==> config.mk <==
export PLATFORM = sky130hd
export DESIGN_NAME = prio_scan_encoder
export DESIGN_NICKNAME = d
export VERILOG_FILES = /design/src/rtl/prio_scan_encoder.sv
export SDC_FILE = /design/constraint.sdc
export NUM_CORES = 1
export LEC_CHECK = 0
export BUFFER_PORTS_ARGS = -buffer_cell sky130_fd_sc_hd__clkbuf_2
export CAP_MARGIN = 25
export CORE_MARGIN = 2
export CORE_UTILIZATION = 53
export CTS_CLUSTER_SIZE = 10
export DETAILED_ROUTE_END_ITERATION = 8
export HOLD_SLACK_MARGIN = 0.06
export PLACE_DENSITY = 0.8
export SLEW_MARGIN = 20
export SYNTH_ARGS = -nofsm -noshare
export SYNTH_HDL_FRONTEND = slang
export SYNTH_SLANG_ARGS = --single-unit
==> constraint.sdc <==
create_clock -name clk -period 7.8 [get_ports clk]
set_input_delay 1.17 -clock clk [delete_from_list [all_inputs] [get_ports clk]]
set_output_delay 1.17 -clock clk [all_outputs]
set_load 0.05 [all_outputs]
==> src/rtl/prio_scan_encoder.sv <==
// prio_scan_encoder
//   Sequential priority encoder. Captures an N-bit request word and presents
//   the index of every set bit, one per out_valid/out_ready handshake, in
//   priority order (MSB_FIRST=1: highest index first, 0: lowest first).
//   Each accepted index is cleared from the pending word. A new word is only
//   accepted once the current word is fully drained.
//
// Ports
//   clk          rising-edge clock
//   rst_n        asynchronous active-low reset
//   data_in      request word, sampled when load & load_ready
//   load         capture request
//   load_ready   pending word is empty, a new word can be captured
//   code         index of the current priority bit (0 when idle)
//   out_valid    code is meaningful
//   out_ready    consumer accepts code this cycle
//   last         current code is the final pending bit
//   pending_cnt  number of bits still pending (0..N)
//   zero_load    one-cycle pulse after an all-zero word was captured
module prio_scan_encoder #(
    parameter int N         = 8,
    parameter bit MSB_FIRST = 1'b1,
    localparam int CW       = $clog2(N)
) (
    input  logic          clk,
    input  logic          rst_n,
    input  logic [N-1:0]  data_in,
    input  logic          load,
    output logic          load_ready,
    output logic [CW-1:0] code,
    output logic          out_valid,
    input  logic          out_ready,
    output logic          last,
    output logic [CW:0]   pending_cnt,
    output logic          zero_load
);

    logic [N-1:0]  r_pending;
    logic          r_zero_load;

    logic [CW-1:0] w_code;
    logic [CW:0]   w_cnt;
    logic [N-1:0]  w_sel;
    logic          w_accept_load;
    logic          w_handshake;

    // Priority pick: the last assignment in loop order wins, so the scan
    // direction is chosen to end on the priority bit.
    always_comb begin
        w_code = '0;
        if (MSB_FIRST) begin
            for (int i = 0; i < N; i++)
                if (r_pending[i]) w_code = CW'(i);
        end else begin
            for (int i = N - 1; i >= 0; i--)
                if (r_pending[i]) w_code = CW'(i);
        end
    end

    always_comb begin
        w_cnt = '0;
        for (int i = 0; i < N; i++)
            w_cnt = w_cnt + {{CW{1'b0}}, r_pending[i]};
    end

    // One-hot of the bit being serviced; cleared on handshake.
    always_comb begin
        w_sel = '0;
        w_sel[w_code] = 1'b1;
    end

    assign load_ready    = (r_pending == '0);
    assign out_valid     = ~load_ready;
    assign code          = w_code;
    assign pending_cnt   = w_cnt;
    // Exactly one bit set: non-empty and clearing the lowest set bit empties it.
    assign last          = out_valid &
                           ((r_pending & (r_pending - {{(N-1){1'b0}}, 1'b1})) == '0);
    assign zero_load     = r_zero_load;

    assign w_accept_load = load & load_ready;
    assign w_handshake   = out_valid & out_ready;

    // load_ready and out_valid are mutually exclusive, so load and
    // handshake never compete for r_pending.
    always_ff @(posedge clk or negedge rst_n) begin
        if (!rst_n) begin
            r_pending   <= '0;
            r_zero_load <= 1'b0;
        end else begin
            r_zero_load <= w_accept_load & (data_in == '0);
            if (w_accept_load)
                r_pending <= data_in;
            else if (w_handshake)
                r_pending <= r_pending & ~w_sel;
        end
    end

endmodule

==> results.py <==
metrics = {
    "hold_path": {
        "min_path_type": "reg2reg",
    },
    "global_route": {
        "antenna_found_initial": 0,
        "grt_overflow": 0,
        "track_usage_pct": 23.1,
        "grt_pass1_wl_mm": 3.04,
        "grt_max_degree": 11,
        "grt_pass1_vias": 671,
    },
    "yosys": {
        "synth_edf_count": 0,
        "ys.flop_type": "dfrtp_1",
        "yosysWarnings": 0,
        "mappedNetlistArea_um2": 771,
        "syn_nets": 105,
        "ys_seq_elements": 9,
        "synthArstFlopShare_pct": 100,
        "ys_seq_area_share_pct": 29.2,
        "synthTopCellsByArea": "dfrtp_1 (29%), fa_1 (10%), ha_1 (8.1%)",
        "synth_top_area_cell": "dfrtp_1",
        "syn_area_per_cell_um2": 9.18,
        "synth_top_area_share_pct": 29.2,
        "synth_cell_types": 33,
        "netlist_instances": 84,
    },
    "sta": {
        "fin_setup_tns_ns": 0,
        "maxSlewViolCount": 0,
        "worst_clock_skew_ns": 0.00770,
        "fin_crit_sh_pct": 57.4,
        "min_period_ns": 4.48,
        "hold_viol": 0,
        "setup_viol": 0,
        "slew-limit-headroom_pct": 69.6,
        "clock.fmax_ghz": 0.223,
        "rsz0062_at_grt": "false",
        "worstMarginPinSlew_ns": 0.452,
        "setup_ws_ns": 3.32,
    },
    "cts": {
        "cts_hold_buffers": 0,
        "numCtsBuffers": 3,
        "post-cts-setup-buffer-count": 0,
        "cts_tree": "done",
        "cts_sinks": 9,
        "root_buffer": "clkbuf_4",
        "clk_latency_ns": 0.27,
        "clk_pin_slew_ns": 0.06,
        "cts_resized": 0,
        "cts_max_level": 1,
        "cts_buffer_depth": 2,
    },
    "final_layout": {
        "syn_to_final_growth_pct": 17.7,
        "mostFrequentLayoutCells": "clkbuf_2 (22), inv_1 (15), dfrtp_1 (9)",
        "nets": 130,
        "drive_above_1_share_pct": 28.7,
        "final_cells": 123,
        "fin_util_pct": 68.0,
        "final_common_cell": "clkbuf_2",
        "n_antenna_cell": 0,
    },
    "worst_setup_path": {
        "worst_path_most_repeated_cell": "fa_1",
        "cp_slowest_cell": "fa_1",
        "critPathLaunchType": "flop",
        "required_ns": 6.63,
        "path_cells": "fa_1 > inv_1 > fa_1 > fa_1 > inv_1 > ha_1 > inv_1 > fa_1 > xnor2_1 > clkbuf_2",
        "endpoint_kind": "output pin",
        "slowest_delay_ns": 0.52,
        "critPathBufInv": 4,
        "crit_family": "adder cells",
        "critPathArrivalTime_ns": 3.31,
        "worstPathMaxFanout": 9,
        "worstSetupPathType": "reg2out",
    },
    "routing": {
        "drtAntennaViolNets": 0,
        "drt_iter0_markers": 28,
        "vias_per_cell": 6.04,
        "vias": 743,
        "firstDrtPassIters": 4,
        "wl_per_cell_um": 14.5,
        "drc": 0,
        "drt-total-wl_mm": 1.78,
    },
    "flow_run": {
        "drv_cap": 0,
    },
    "die": {
        "die_x_um": 42.1,
        "die_h_um": 42.1,
        "dieArea_um2": 1780,
        "initial_core_util_pct": 57.8,
        "rows": 13,
        "ios": 23,
        "core-area_um2": 1330,
    },
    "placed_design": {
        "place.gp.congestion": 0.819,
        "place_hpwl_mm": 1.42,
        "io_buffers": 22,
        "dp.cells": 119,
        "dp_slack_ns": 3.63,
    },
    "status": {
        "status": "completed",
    },
}
final cells by class:
cell class	instances	area [µm²]
multi-input cells	58	470
fillers	112	427
flip-flops and latches	9	225
repair buffers	22	110
inverters	15	56.3
clock buffers	4	26.3
well taps	15	18.8
tightest hold or removal path: stages (launching register included):
cell	delay [ns]
dfrtp_1	0.46
o21ai_0	0.11
nand2_1	0.05
kinds of logic after synthesis:
| logic type | after synthesis | synth area share (%) |
|---|---|---|
| xor gates and xnor gates | 1 | 1.14 |
| DFF | 9 | 29.2 |
| and+or+nand+nor | 25 | 20.3 |
| muxes | 1 | 1.95 |
| adders and majority gates | 9 | 18.5 |
| AOI/OAI and AO/OA | 22 | 19.2 |
| buffers and inverters | 17 | 9.74 |
worst paths after layout:
kind / from / to / slack, ns / cells past startpoint
min in group asynchronous: rst_n / r_pending[3] / 0.75 / 1
hold reg to reg: r_pending[4] / r_pending[4] / 0.65 / 2
hold / removal: r_pending[4] / r_pending[4] / 0.65 / 2
setup / recovery: r_pending[3] / pending_cnt[2] / 3.32 / 10
max in group asynchronous: rst_n / r_pending[0] / 6.86 / 1
setup reg to reg: r_pending[5] / r_pending[0] / 5.82 / 3
sequential cells by signal (all words and copies together), names as in the netlist:
signal,flops
r_pending,8
zero_load,1
per-stage QoR:
step / hold slack (ns) / cell area (µm²)
2_1_floorplan: 0.577 / 771
3_3_place_gp: 0.642 / 881
3_5_place_dp: 0.644 / 881
4_1_cts: 0.652 / 907
5_1_grt: 0.711 / 907
6_report: 0.654 / 907
synth_stat cells (2+ instances only):
| library cell | n |
|---|---|
| fa_1 | 4 |
| nor2_1 | 2 |
| nor4_1 | 4 |
| a21oi_1 | 6 |
| ha_1 | 5 |
| a21o_1 | 2 |
| dfrtp_1 | 9 |
| a2bb2oi_1 | 2 |
| nor3_1 | 2 |
| a22o_1 | 2 |
| o21ai_0 | 4 |
| nor2b_1 | 2 |
| inv_1 | 15 |
| nand2_1 | 6 |
per-layer routing:
| layer | routed length (µm) | vias to the layer above | share of wire (%) | global-route usage [%] |
|---|---|---|---|---|
| met1 | 780 | 362 | 44 | 30.8 |
| met5 | 0 | - | 0 | 0 |
| met3 | 114 | 0 | 6.4 | 5.17 |
| met4 | 0 | 0 | 0 | 6.25 |
| met2 | 884 | 37 | 50 | 37.8 |
| li1 | - | 344 | - | - |
Power is left out: the tool's default activity adds up to more than one toggle a clock period on the data nets, which glitch-free logic cannot reach.
